==> config.mk <==
export PLATFORM = sky130hd
export DESIGN_NAME = jk_bank_arbiter
export DESIGN_NICKNAME = d
export VERILOG_FILES = /design/src/rtl/jk_bank_arbiter_pkg.sv /design/src/rtl/jk_bank_arbiter_bank.sv /design/src/rtl/jk_bank_arbiter.sv
export SDC_FILE = /design/constraint.sdc
export NUM_CORES = 1
export LEC_CHECK = 0
export CAP_MARGIN = 20
export CORE_UTILIZATION = 30
export CTS_CLUSTER_DIAMETER = 50
export DETAILED_ROUTE_END_ITERATION = 8
export PLACE_DENSITY = 0.63
export SYNTH_ARGS = -nofsm -noshare
export SYNTH_HDL_FRONTEND = slang
export SYNTH_SLANG_ARGS = --single-unit
==> constraint.sdc <==
create_clock -name Clk -period 4.7 [get_ports Clk]
set_input_delay 0.47 -clock Clk [delete_from_list [all_inputs] [get_ports Clk]]
set_output_delay 0.47 -clock Clk [all_outputs]
set_load 0.01 [all_outputs]
==> src/rtl/jk_bank_arbiter_pkg.sv <==
// Shared encodings for the JK bank arbiter: FSM states and JK operation codes.
package jk_bank_arbiter_pkg;

    typedef enum logic [1:0] {
        IDLE  = 2'd0,
        GRANT = 2'd1,
        APPLY = 2'd2,
        DONE  = 2'd3
    } state_e;

    localparam logic [1:0] OP_HOLD = 2'b00;
    localparam logic [1:0] OP_RST  = 2'b01;
    localparam logic [1:0] OP_SET  = 2'b10;
    localparam logic [1:0] OP_TGL  = 2'b11;

    // Expand one {J,K} op across a bit mask; unselected bits get J=K=0.
    function automatic logic [31:0] op_mask(input logic op_bit, input logic [31:0] sel);
        return op_bit ? sel : 32'd0;
    endfunction

endpackage

==> src/rtl/jk_bank_arbiter_bank.sv <==
// Bank of WIDTH independent JK flip-flops with asynchronous active-low clear.
module jk_bank #(
    parameter int WIDTH = 4
) (
    input  logic             clk,
    input  logic             rst_n,
    input  logic [WIDTH-1:0] j,
    input  logic [WIDTH-1:0] k,
    output logic [WIDTH-1:0] q
);

    for (genvar i = 0; i < WIDTH; i++) begin : g_ff
        always_ff @(posedge clk or negedge rst_n) begin
            if (!rst_n) begin
                q[i] <= 1'b0;
            end else begin
                case ({j[i], k[i]})
                    2'b01:   q[i] <= 1'b0;
                    2'b10:   q[i] <= 1'b1;
                    2'b11:   q[i] <= ~q[i];
                    default: q[i] <= q[i];
                endcase
            end
        end
    end

endmodule

==> src/rtl/jk_bank_arbiter.sv <==
// Two-requester round-robin arbiter sequencing masked JK operations onto a shared bank.
module jk_bank_arbiter
    import jk_bank_arbiter_pkg::*;
#(
    parameter int WIDTH = 4
) (
    input  logic             Clk,
    input  logic             Rst_b,
    input  logic             Req0,
    input  logic [1:0]       Op0,
    input  logic [WIDTH-1:0] Sel0,
    input  logic             Req1,
    input  logic [1:0]       Op1,
    input  logic [WIDTH-1:0] Sel1,
    output logic             Gnt0,
    output logic             Gnt1,
    output logic             Busy,
    output logic             Done,
    output logic [WIDTH-1:0] Q
);

    state_e           state, state_nxt;
    logic             win_q, win_nxt, take;
    logic             last_q;
    logic [1:0]       op_q;
    logic [WIDTH-1:0] sel_q;
    logic [WIDTH-1:0] bank_j, bank_k;

    always_ff @(posedge Clk or negedge Rst_b) begin
        if (!Rst_b) state <= IDLE;
        else        state <= state_nxt;
    end

    always_comb begin
        state_nxt = state;
        take      = 1'b0;
        win_nxt   = win_q;
        Gnt0      = 1'b0;
        Gnt1      = 1'b0;
        Busy      = 1'b1;
        Done      = 1'b0;
        bank_j    = '0;
        bank_k    = '0;
        case (state)
            IDLE: begin
                Busy = 1'b0;
                // last_q==1 means requester 1 was served last, so 0 wins a tie.
                if (Req0 && (!Req1 || last_q)) begin
                    take    = 1'b1;
                    win_nxt = 1'b0;
                end else if (Req1) begin
                    take    = 1'b1;
                    win_nxt = 1'b1;
                end
                if (take) state_nxt = GRANT;
            end
            GRANT: begin
                Gnt0      = ~win_q;
                Gnt1      = win_q;
                state_nxt = APPLY;
            end
            APPLY: begin
                bank_j    = WIDTH'(op_mask(op_q[1], 32'(sel_q)));
                bank_k    = WIDTH'(op_mask(op_q[0], 32'(sel_q)));
                state_nxt = DONE;
            end
            DONE: begin
                Done      = 1'b1;
                state_nxt = IDLE;
            end
            default: state_nxt = IDLE;
        endcase
    end

    always_ff @(posedge Clk or negedge Rst_b) begin
        if (!Rst_b) begin
            win_q  <= 1'b0;
            last_q <= 1'b1;
            op_q   <= OP_HOLD;
            sel_q  <= '0;
        end else begin
            if (take) begin
                win_q <= win_nxt;
                op_q  <= win_nxt ? Op1 : Op0;
                sel_q <= win_nxt ? Sel1 : Sel0;
            end
            if (state == APPLY) last_q <= win_q;
        end
    end

    jk_bank #(.WIDTH(WIDTH)) u_bank (
        .clk   (Clk),
        .rst_n (Rst_b),
        .j     (bank_j),
        .k     (bank_k),
        .q     (Q)
    );

endmodule

# Word level (Yosys, flattened, before mapping)
# Index checks and enable logic that the tools add are counted.
# op_classes
n_eq_ne	16
muxes	23
bitwise_logic	5
reduce_logical	8
# ops
operator	count
2-bit equality test, second input constant	10
4-bit 2-to-1 mux	5
1-bit one-hot mux with 3 select lines	4
3-bit nonzero test	4
1-bit 2-to-1 mux	11
2-bit by 1-bit equality test with 1-bit output, second input constant	5
2-bit one-hot mux with 4 select lines	1
1-bit NOT	5
2-bit 2-to-1 mux	2
2-bit logical NOT	1
2-bit by 1-bit != test with 1-bit output, second input constant	1
1-bit logical AND	1
1-bit logical NOT	1
1-bit logical OR	1
# word_totals
register_bits	14
inputBits	16
word_cells	61

# Logic depth before layout (Yosys ltp)
# logic_depth
ltp_word	7
ltp_mapped	6
mapped_depth_nobuf	5

# Cells and area by module
# Synthesis repeated with hierarchy kept, for this count alone.
# hier_totals
hier_cells	80
hier_area_um2	820.8
# modules_own_cells
module	instances	cells_per_inst	area_each_um2	seq_area_each_um2
jk_bank_arbiter	1	68	680.7	251.5
jk_bank	1	12	140.1	100.1

# Least setup slack after synthesis
# OpenSTA, ideal clock, no wires.
# synth_timing
kind	flip-flop to flip-flop
from	register state[0]
to	register state[1]
arrival_time_ps	1472
slack_ps	3103
path_stages_with_launch	6
n_path_buf	0
cell_sequence	dfrtp_1 inv_1 ha_1 inv_2 or3_4 mux2_4
# synth_between
elab_chain_cells	2
elab_cells_between_ends	6
# synth_lines
item	line_no	source
start, declared	jk_bank_arbiter.sv:22	state_e state, state_nxt;
start signal, assigned	jk_bank_arbiter.sv:31	else state <= state_nxt;
2-bit equality test (tied with other cells)	jk_bank_arbiter.sv:44	case (state)
2-bit one-hot mux with 4 select lines or 2-bit by 1-bit != test with 1-bit output (tied branches)	--	
# Several ways; a longest one is shown, not always the timed one.
# A chain may end at the register's enable or synchronous reset.

# Worst setup path after layout
# layout_timing
from	register state[0]
to	output port Busy
# layout_between
elab_chain_cells	2
# layout_lines
item	line_no	source
2-bit logical NOT	jk_bank_arbiter.sv:44	
1-bit 2-to-1 mux	jk_bank_arbiter.sv:44	
end, declared	jk_bank_arbiter.sv:17	output logic Busy,
# No other way between the ends.

==> summary.md <==
| Metric | Value |
|---|---|
| Via count | `between 600 and 700` |
| Clock Latency Late Sink | `0.28 ns` |
| F_max | `467 MHz` |
| Die ar. | `between 2000 and 3000 sq um` |
| CP Launch Point | `state[0]` |
| Crit Path Max Fanout | `7` |
| CTS sink cnt | `14` |
| Vias in the first global route | `621` |
| CP Capture Type | `output port` |
| Setup Viol. Count Final | `0` |
| Area after DPL | `between 900 and 1000 sq um` |
| Tot Pwr | `~0.62 mW` |
| Worst-path clk slew | `0.08 ns` |
| Reg-to-reg endpoint | `op_q[1]` |
| Synth cell types | `27` |
| Initial Util | `32.8%` |
| Final hold violations | `0` |
| Status | `completed` |
| Worst-margin pin slew | `1.03 ns` |
| Worst hold path depth | `1` |
| Core Footprint | `2280 sq um` |
| Worst path depth | `4` |
| Fin. max-slew vios | `0` |
| Worst vdd ir | `0.000275 V` |
| Mapped cell area | `747 sq um` |
| RSZ-0062 raised after global routing | `false` |
| Final wirelength | `1520 microns` |
| First-pass GRT wire length | `2670 microns` |
| Total grt overflow | `0` |
| DP HPWL | `1250 microns` |
| Initial DRC Count | `17` |
| Initial antenna violation count | `0` |
| Clock buffer depth | `2` |
| Hold Slack | `0.492 ns` |
| Critical Path Max Stage Delay | `0.52 ns` |
| Slowest CP cell | `clkdlybuf4s50_1` |
| Die X | `around 52 microns` |
| Setup_tns | `0 ns` |
| Avg Inst Size Synth | `10.2 sq um` |
| Antenna diode count | `0` |
| Largest net degree at the start of global routing | `15` |
| Crit path required time | `around 4.2 ns` |
| Hold WC Path Type | `reg -> reg` |
| Clock root buffer | `clkbuf_4` |
| Worst Path Arrival | `about 1.7 ns` |
| CTS Hold Bufs | `0` |
| Sequential area share after synthesis | `a little under half` |
| Clock Skew | `0.00309 ns` |
| Crit path capture | `Busy` |
| # resized after CTS | `0` |
| CP bufs+invs | `3` |
| TritonCTS buffer count | `3` |
| Max cap viols | `0` |
| Register-to-register setup slack | `a little under 3 ns` |
| Area grow syn2layout | `38.7%` |
| Design area | `1040 sq um` |
| CTS tree | `yes` |
| Fillers | `226` |
| DRC viols | `0` |
| Seq cells post-synth | `14` |
| Wirelength per Cell | `12.2 microns` |
| Htree depth | `1` |
| Setup Buffers After CTS | `0` |
| Reg2reg path depth | `5` |
| Power per cell area | `601 nW/um^2` |
| Crit start category | `flop` |
| Warnings from Yosys | `0` |
| Die Y | `just over 50 microns` |
| CP cell instances | `inv_1 > ha_1 > inv_2 > clkdlybuf4s50_1` |
| Leakage | `between 0.4 and 0.5 nW` |
| Post-Synthesis Cells | `73` |
| Relative slew slack | `30.5%` |
| GRT Total Usage | `13.6%` |
| Placer Congestion | `0.800` |
| PortBufs | `23` |
| Antenna viol nets, final | `0` |
| Top delay family on crit path | `buffers and inverters` |
| Syn Nets | `94` |
| Crit path kind | `reg -> out` |
| Shortest period the worst path allows | `approximately 2.1 ns` |
| Fraction of layout cells with a size suffix above 1 | `between 10 and 15%` |
| Crit share post-route | `45.5%` |
| Vias/cell | `just over 5` |
| Cell Rows | `17` |
| Pre-antenna DRT Iters | `4` |
| Crit Reg-Reg Startpoint | `state[0]` |
| Nets | `approximately 120` |
| Top Ports | `24` |
-- cells in the mapped netlist, drive strengths merged --
| cell type | n | share of area, % |
|---|---|---|
| a211oi | 6 | 6.0 |
| a21boi | 1 | 1.0 |
| a21o | 1 | 1.0 |
| a21oi | 7 | 4.7 |
| a31oi | 7 | 5.9 |
| a41oi | 1 | 1.2 |
| and2 | 4 | 3.5 |
| buf | 2 | 1.2 |
| clkbuf | 1 | 0.50 |
| dfrtp | 13 | 44 |
| dfstp | 1 | 3.5 |
| ha | 5 | 8.4 |
| inv | 3 | 1.5 |
| mux2 | 2 | 3.5 |
| nand2 | 7 | 3.5 |
| nand2b | 1 | 0.84 |
| nor2 | 1 | 0.50 |
| nor2b | 1 | 0.84 |
| nor3 | 1 | 0.67 |
| o21ai | 1 | 0.67 |
| o31ai | 6 | 6.0 |
| or3 | 1 | 1.5 |
-- through the flow --
stage,std cells,utilization [%],worst slack [ns]
final,125,45.5,2.56
after global routing,125,45.5,2.42
after CTS,125,45.5,2.54
after detailed placement,121,43.9,2.53
after global placement,121,43.9,2.58
after floorplan,73,-,3.10
-- worst reg2reg max path, stage by stage, from the launching register on --
cell,delay (ns)
dfrtp_1,0.41
inv_1,0.10
ha_1,0.29
a21boi_1,0.45
a211oi_1,0.12
o31ai_1,0.27
-- logic make-up (layout without fill, tap and decap cells) --
| group | count (synthesis) | in the layout | share of synthesized area, % |
|---|---|---|---|
| AND/OR/NAND/NOR | 16 | 16 | 11.4 |
| adder cells (fa/ha/maj) | 5 | 5 | 8.38 |
| buffers and inverters | 6 | 30 | 3.18 |
| flip-flops | 14 | 14 | 47.1 |
| AO/OA/AOI/OAI | 30 | 30 | 26.5 |
| multiplexers | 2 | 2 | 3.52 |
-- how the worst min path moves through the flow --
stage	from	endpoint	slack (ns)
after global placement	u_bank.q[0]	u_bank.q[0]	0.48
after global routing	sel_q[0]	u_bank.q[0]	0.53
after floorplan	Rst_b	op_q[0]	0.17
final	u_bank.q[1]	u_bank.q[1]	0.49
after detailed placement	sel_q[3]	u_bank.q[3]	0.48
after CTS	sel_q[3]	u_bank.q[3]	0.50
-- placed cells by master, fill, tap and decap left out, types with 2 or more instances in the layout --
cell type / n
a211oi_1: 6
nand2_1: 7
ha_1: 5
inv_1: 2
a21oi_1: 7
and2_1: 2
clkdlybuf4s50_1: 23
a31oi_1: 7
o31ai_1: 6
dfrtp_1: 13
clkbuf_4: 3
-- report_power, final --
group	internal, mW	switching, mW
logic	0.160	0.142
clock network	0.0471	0.0386
registers	0.185	0.0505
-- metal layers --
metal  global-route usage [%]  wire length (microns)
met5                        0                      0
met4                     2.70                      0
met3                     5.56                    101
met2                     20.3                    679
met1                     18.4                    739
-- sequential cells by signal, summed over array words and instances, names as in the netlist --
signal / flops
last_q: 1
op_q: 2
sel_q: 4
state: 2
u_bank.q: 4
win_q: 1
-- layout make-up --
class	count	area (sq um)	share of cell area (%)
timing repair buffer	23	230	22.2
sequential	14	352	33.9
clock buffer	4	36.3	3.50
tap	28	35.0	3.38
inverter	3	11.3	1.09
multi-input combinational	53	372	35.9
Note: power is estimated with default switching activity, not from simulation.
